--- config.mk ---
export PLATFORM = sky130hd
export DESIGN_NAME = button_event_ctrl
export DESIGN_NICKNAME = d
export VERILOG_FILES = /design/src/rtl/button_event_ctrl.sv
export SDC_FILE = /design/constraint.sdc
export NUM_CORES = 1
export LEC_CHECK = 0
export ABC_CLOCK_PERIOD_IN_PS = 3300
export BUFFER_PORTS_ARGS = -buffer_cell sky130_fd_sc_hd__clkbuf_2
export CORE_MARGIN = 2
export CORE_UTILIZATION = 60
export CTS_CLUSTER_SIZE = 12
export DETAILED_ROUTE_END_ITERATION = 8
export PLACE_DENSITY = 0.79
export SLEW_MARGIN = 25
export SYNTH_ARGS = -nofsm -noshare
export SYNTH_HDL_FRONTEND = slang
export SYNTH_SLANG_ARGS = --single-unit
export TNS_END_PERCENT = 50
--- constraint.sdc ---
create_clock -name clk -period 3.3 [get_ports clk]
set_clock_uncertainty 0.15 [all_clocks]
set_input_delay 0.33 -clock clk [delete_from_list [all_inputs] [get_ports clk]]
set_output_delay 0.33 -clock clk [all_outputs]
set_load 0.03 [all_outputs]
--- src/rtl/button_event_ctrl.sv ---
// Push-button front end: per-channel sync + debounce, press/release/long-press detection,
// and round-robin serialization of events into a show-ahead valid/ready FIFO.
module button_event_ctrl #(
    parameter int unsigned N_BUTTONS    = 4,
    parameter int unsigned BOUNCE_TICKS = 10,
    parameter int unsigned LONG_TICKS   = 1000,
    parameter int unsigned FIFO_DEPTH   = 4
) (
    input  logic                         clk,
    input  logic                         rst,
    input  logic [N_BUTTONS-1:0]         buttons_raw,
    output logic [N_BUTTONS-1:0]         levels,
    output logic                         event_valid,
    input  logic                         event_ready,
    output logic [$clog2(N_BUTTONS)-1:0] event_id,
    output logic [1:0]                   event_type,
    output logic                         overflow,
    input  logic                         overflow_clr
);
    localparam int unsigned ID_W  = $clog2(N_BUTTONS);
    localparam int unsigned BC_W  = $clog2(BOUNCE_TICKS);
    localparam int unsigned HC_W  = $clog2(LONG_TICKS + 1);
    localparam int unsigned PTR_W = $clog2(FIFO_DEPTH);
    localparam int unsigned CNT_W = PTR_W + 1;

    localparam logic [1:0] EV_PRESS   = 2'b01;
    localparam logic [1:0] EV_RELEASE = 2'b10;
    localparam logic [1:0] EV_LONG    = 2'b11;

    typedef enum logic [1:0] {S_0, S_MAYBE_1, S_1, S_MAYBE_0} state_t;

    typedef struct packed {
        logic [ID_W-1:0] id;
        logic [1:0]      kind;
    } event_t;

    logic [N_BUTTONS-1:0] sync1_q, sync2_q;
    state_t               state_q [N_BUTTONS];
    state_t               state_d [N_BUTTONS];
    logic [BC_W-1:0]      bcnt_q [N_BUTTONS];
    logic [BC_W-1:0]      bcnt_d [N_BUTTONS];
    logic [HC_W-1:0]      hcnt_q [N_BUTTONS];
    logic [HC_W-1:0]      hcnt_d [N_BUTTONS];
    logic [N_BUTTONS-1:0] levels_d;
    logic [N_BUTTONS-1:0] new_ev;
    logic [1:0]           new_kind [N_BUTTONS];

    logic [N_BUTTONS-1:0] slot_q, slot_d;
    logic [1:0]           slot_kind_q [N_BUTTONS];
    logic [1:0]           slot_kind_d [N_BUTTONS];
    logic                 overflow_d;

    logic                 grant;
    logic [ID_W-1:0]      grant_id, cand, ptr_q;
    event_t               push_ev;

    event_t               mem_q [FIFO_DEPTH];
    logic [PTR_W-1:0]     rd_q, rd_d, wr_q, wr_d;
    logic [CNT_W-1:0]     count_q, count_d;
    event_t               head_q, head_d;
    logic                 valid_q, pop;

    // Debounce FSM and hold counter per channel; produces at most one event per channel per cycle.
    always_comb begin
        for (int i = 0; i < int'(N_BUTTONS); i++) begin
            state_d[i]  = state_q[i];
            bcnt_d[i]   = bcnt_q[i];
            hcnt_d[i]   = hcnt_q[i];
            new_ev[i]   = 1'b0;
            new_kind[i] = EV_PRESS;
            case (state_q[i])
                S_0: begin
                    if (sync2_q[i]) begin
                        state_d[i] = S_MAYBE_1;
                        bcnt_d[i]  = '0;
                    end
                end
                S_MAYBE_1: begin
                    bcnt_d[i] = bcnt_q[i] + BC_W'(1);
                    if (bcnt_q[i] == BC_W'(BOUNCE_TICKS - 1)) begin
                        bcnt_d[i] = '0;
                        if (sync2_q[i]) begin
                            state_d[i]  = S_1;
                            new_ev[i]   = 1'b1;
                            new_kind[i] = EV_PRESS;
                        end else begin
                            state_d[i] = S_0;
                        end
                    end
                end
                S_1: begin
                    if (!sync2_q[i]) begin
                        state_d[i] = S_MAYBE_0;
                        bcnt_d[i]  = '0;
                    end
                end
                S_MAYBE_0: begin
                    bcnt_d[i] = bcnt_q[i] + BC_W'(1);
                    if (bcnt_q[i] == BC_W'(BOUNCE_TICKS - 1)) begin
                        bcnt_d[i] = '0;
                        if (!sync2_q[i]) begin
                            state_d[i]  = S_0;
                            new_ev[i]   = 1'b1;
                            new_kind[i] = EV_RELEASE;
                        end else begin
                            state_d[i] = S_1;
                        end
                    end
                end
                default: state_d[i] = S_0;
            endcase
            levels_d[i] = (state_d[i] == S_1) || (state_d[i] == S_MAYBE_0);

            // A release commit on the same edge suppresses counting, so LONG never collides with RELEASE.
            if (new_ev[i] && (new_kind[i] == EV_PRESS)) begin
                hcnt_d[i] = '0;
            end else if (levels[i] && levels_d[i] && (hcnt_q[i] != HC_W'(LONG_TICKS))) begin
                hcnt_d[i] = hcnt_q[i] + HC_W'(1);
                if (hcnt_d[i] == HC_W'(LONG_TICKS)) begin
                    new_ev[i]   = 1'b1;
                    new_kind[i] = EV_LONG;
                end
            end
        end
    end

    // Round-robin grant starting after the last granted channel.
    always_comb begin
        grant    = 1'b0;
        grant_id = ptr_q;
        cand     = ptr_q;
        for (int k = 1; k <= int'(N_BUTTONS); k++) begin
            cand = ID_W'((int'(ptr_q) + k) % int'(N_BUTTONS));
            if (!grant && slot_q[cand] && (count_q < CNT_W'(FIFO_DEPTH))) begin
                grant    = 1'b1;
                grant_id = cand;
            end
        end
    end

    assign push_ev = {grant_id, slot_kind_q[grant_id]};

    // Pending slots: a granted slot may accept a new event on the same edge.
    always_comb begin
        slot_d      = slot_q;
        slot_kind_d = slot_kind_q;
        overflow_d  = overflow_clr ? 1'b0 : overflow;
        if (grant) slot_d[grant_id] = 1'b0;
        for (int i = 0; i < int'(N_BUTTONS); i++) begin
            if (new_ev[i]) begin
                if (slot_d[i]) begin
                    overflow_d = 1'b1;
                end else begin
                    slot_d[i]      = 1'b1;
                    slot_kind_d[i] = new_kind[i];
                end
            end
        end
    end

    // FIFO bookkeeping; the head register is refilled so outputs come straight from flops.
    always_comb begin
        pop     = valid_q & event_ready;
        count_d = count_q + CNT_W'(grant) - CNT_W'(pop);
        rd_d    = rd_q + PTR_W'(pop);
        wr_d    = wr_q + PTR_W'(grant);
        head_d  = head_q;
        if ((count_q - CNT_W'(pop)) == '0) begin
            if (grant) head_d = push_ev;
        end else begin
            head_d = mem_q[rd_d];
        end
    end

    always_ff @(posedge clk) begin
        if (rst) begin
            sync1_q  <= '0;
            sync2_q  <= '0;
            levels   <= '0;
            slot_q   <= '0;
            overflow <= 1'b0;
            ptr_q    <= ID_W'(N_BUTTONS - 1);
            rd_q     <= '0;
            wr_q     <= '0;
            count_q  <= '0;
            valid_q  <= 1'b0;
            head_q   <= '0;
            for (int i = 0; i < int'(N_BUTTONS); i++) begin
                state_q[i]     <= S_0;
                bcnt_q[i]      <= '0;
                hcnt_q[i]      <= '0;
                slot_kind_q[i] <= '0;
            end
        end else begin
            sync1_q  <= buttons_raw;
            sync2_q  <= sync1_q;
            levels   <= levels_d;
            slot_q   <= slot_d;
            overflow <= overflow_d;
            if (grant) ptr_q <= grant_id;
            rd_q     <= rd_d;
            wr_q     <= wr_d;
            count_q  <= count_d;
            valid_q  <= (count_d != '0);
            head_q   <= head_d;
            for (int i = 0; i < int'(N_BUTTONS); i++) begin
                state_q[i]     <= state_d[i];
                bcnt_q[i]      <= bcnt_d[i];
                hcnt_q[i]      <= hcnt_d[i];
                slot_kind_q[i] <= slot_kind_d[i];
            end
        end
    end

    always_ff @(posedge clk) begin
        if (grant) mem_q[wr_q] <= push_ev;
    end

    assign event_valid = valid_q;
    assign event_id    = head_q.id;
    assign event_type  = head_q.kind;

endmodule
==> metrics <==
worst-case hold path end point=overflow; Crit. End Element=register; remaining number of nets flagged by the antenna check after routing=0; clock-pin slew of the registers on the worst-case setup and hold paths=0.06 ns; overall routing resource usage=23.9%; transition time of the tightest slew-check pin=0.704 ns; summed instance area of the synthesized netlist=5770 sq um; share of synthesized area spent on multiplexers=4.79%; routability cong.=0.843; number of buffers added by the clock tree synthesis step=17; Port Buffer Count=17; diode count=0; Ports=18; setup slack of the worst register-to-register path=0.21 ns; Post-Place Cell Area=5900 sq um; critical path class=reg -> reg; final hold violation count=0; die width=102 microns; number of vias after detailed routing=4,532; number of pins with negative max-slew slack in the final report=0; parity-gate share of the synthesized area counting xor and xnor cells=6.98%; number of enable-type register cells in the synthesized netlist=16; Pleak=2.42 nW; # setup viols final=0; final sum of negative setup slack=0 ns; RSZ-0062 raised after global routing=no; cell count of the worst reg-to-reg path=8; gate count after technology mapping=629; first-pass iteration count of the detailed router=5; Avg WL per Cell=14.9 microns; startpoint class of the critical path=register; fraction of layout instances using a drive strength above 1=11.6%; largest net degree at the start of global routing=33; PD cells=644 nW/um^2; number of design rule violations left after detail routing=0; y dimension of the die=102 microns; worst-case clock buffer depth=2; top_reg_cell synth=sky130_fd_sc_hd__dfxtp_1; DP Wirelength=7.81 mm; Starting Density=62.1%; maximum clock frequency=0.324 GHz; global-route wire length before repair=19.8 mm; per-instance average area after synthesis=9.17 sq um; library cell used as clock root buffer=sky130_fd_sc_hd__clkbuf_8; simple logic cell fraction of the synthesized area=22.8%; clock tree from TritonCTS=done; final cycle utilization of the critical path=93.6%; reg-to-reg critical path endpoint=event_type[0]; syn_nets=659; data required time at the worst endpoint=3.59 ns; combinational family with the most area after synthesis=simple AND/OR/NAND/NOR gates; Routed Wire Length=11.7 mm; total grt overflow=0; Async S/R FF share, synth=0%; Final Cell Area=6510 sq um; peak supply drop=0.000382 V; Power Total=4.20 mW; clock tree sinks=115; minimum period implied by the final worst setup slack=3.09 ns; standard-cell rows=35; number of DRC markers after the initial detailed-route iteration=176; drt via density=5.77; min-delay src=overflow_clr; crit path DAT=3.38 ns; share of the synthesized area in compound gates (AO/OA/AOI/OAI)=13.1%; area share of fa/ha/maj cells after synthesis=4.90%; worst reg2reg path startpoint=ptr_q[0]; insertion delay of the later-clocked pin in the worst-skew pair=0.50 ns; sequential area share after synthesis=42.7%; level count of the clock H-tree=4; instance count along the most critical hold path=4; remaining max-slew budget at the tightest pin=52.7%; run status=finished, final reports clean; class of the worst hold path=in -> reg; floorplan core area=9280 sq um; number of distinct library cell variants in the gate-level netlist after synthesis=70; layout overhead on the synthesized area=12.9%; number of nets in the layout=674; Maximum Capacitance Violations=0; synthesized flop and latch total=115; Crit Path Max Fanout=14; number of global-route vias before repair=4,297; number of gates resized after cts=0; warnings from Yosys=0; overall die area=10,400 sq um; initial antenna violation count=0
==> how the worst max path moves through the flow <==
| stage | startpoint | end | slack [ns] |
|---|---|---|---|
| after floorplan | ptr_q[0] | event_valid | 0.46 |
| after global placement | ptr_q[0] | slot_kind_q[3] | 0.35 |
| after detailed placement | ptr_q[0] | slot_kind_q[3] | 0.26 |
| after CTS | ptr_q[0] | event_type[0] | 0.26 |
| after global routing | ptr_q[0] | slot_kind_q[3] | 0.04 |
| final | ptr_q[0] | event_type[0] | 0.21 |
==> cells in the mapped netlist, drive strengths merged (3+ instances only) <==
master	instances	area share [%]
and2	5	0.54
nand2b	5	0.54
clkbuf	16	1.0
o211ai	5	0.65
nand3b	6	0.78
or2	7	0.76
nor3	10	0.87
nor2	85	5.8
or3	9	0.98
nor4b	3	0.46
a211oi	8	1.2
dfxtp	99	34
o221a	3	0.74
ha	21	4.6
inv	32	2.1
o21ai	18	1.8
buf	12	1.4
a311oi	3	0.46
xor2	27	4.1
edfxtp	16	8.3
nor2b	17	1.8
mux4	4	1.6
and3	6	0.65
a31oi	9	0.98
xnor2	19	2.9
nand4	20	2.2
a41oi	3	0.46
a21oi	38	3.4
mux2i	16	2.8
nand3	9	0.78
nand2	52	3.4
nor3b	9	1.2
nand4b	7	1.1
==> routing by layer <==
| metal | part of all wire, % | track usage, % |
|---|---|---|
| met4 | 1.4 | 6.26 |
| met2 | 51 | 42.9 |
| met5 | 0 | 0 |
| met3 | 3.9 | 5.13 |
| met1 | 44 | 29.0 |
==> final cells by class <==
class | count | area [sq um]
Fill cell | 696 | 2770
Clock inverter | 10 | 104
Clock buffer | 22 | 474
Tap cell | 129 | 161
Timing Repair Buffer | 24 | 148
Multi-Input combinational cell | 453 | 3040
Sequential cell | 115 | 2460
Inverter | 33 | 129
==> sequential cells by signal (all words and copies together), names as in the netlist, 4 cells and up <==
signal	count
slot_q	4
state_q	5
bcnt_q	16
mem_q	16
slot_kind_q	8
hcnt_q	40
sync1_q	4
sync2_q	4
==> cells by family (layout without fill, tap and decap cells) <==
group	after synthesis	count (layout)
AND/OR/NAND/NOR	257	257
flip-flops	115	115
AO/OA/AOI/OAI	106	106
buffers and inverters	61	89
XOR/XNOR	46	46
adder cells (fa/ha/maj)	22	22
multiplexers	22	22
==> timing repair <==
item	in CTS	in global routing
hold buffers	4	0
buffers inserted	0	0
endpoints found under the hold margin	4	0
==> through the flow <==
stage / hold slack [ns] / instances / util, % / worst slack [ns]
after floorplan: 0.264 / 629 / - / 0.462
after global placement: 0.270 / 750 / 63.5 / 0.349
after detailed placement: 0.277 / 750 / 63.5 / 0.264
after CTS: 0.0708 / 786 / 70.2 / 0.255
after global routing: 0.132 / 786 / 70.2 / 0.0441
final: 0.0874 / 786 / 70.2 / 0.210
==> worst max-delay path, cell delays in order, from the launching register on <==
cell and delay, ns:
sky130_fd_sc_hd__dfxtp_1 0.61, sky130_fd_sc_hd__mux2_4 0.35, sky130_fd_sc_hd__o221a_4 0.28, sky130_fd_sc_hd__nor2_4 0.16, sky130_fd_sc_hd__nor2_2 0.06, sky130_fd_sc_hd__o32a_1 0.56
sky130_fd_sc_hd__mux2i_1 0.20, sky130_fd_sc_hd__mux2i_1 0.41, sky130_fd_sc_hd__a31o_1 0.24
==> cell usage in the layout (no fill, tap or decap), drive strengths merged, types with 4 or more instances in the layout <==
cell type,instances
or3,9
and2,5
nor3,10
o21ai,18
xor2,27
dlygate4sd3,4
edfxtp,16
and3,6
a21oi,38
inv,32
ha,21
dfxtp,99
nand4b,7
clkbuf,39
mux2i,16
nor2,85
o211ai,5
nor3b,9
nand3b,6
nand2,52
clkinv,7
a211oi,8
a31oi,9
xnor2,19
nand4,20
nor2b,17
nand2b,5
nand3,9
or2,7
mux4,4
==> power breakdown <==
| group | internal (mW) | leakage, nW | switching, mW | total, mW |
|---|---|---|---|---|
| registers | 1.54 | 0.941 | 0.0859 | 1.63 |
| logic | 0.313 | 1.20 | 0.492 | 0.805 |
| clock network | 1.15 | 0.276 | 0.618 | 1.77 |
Power figures use the tool's default switching activity.
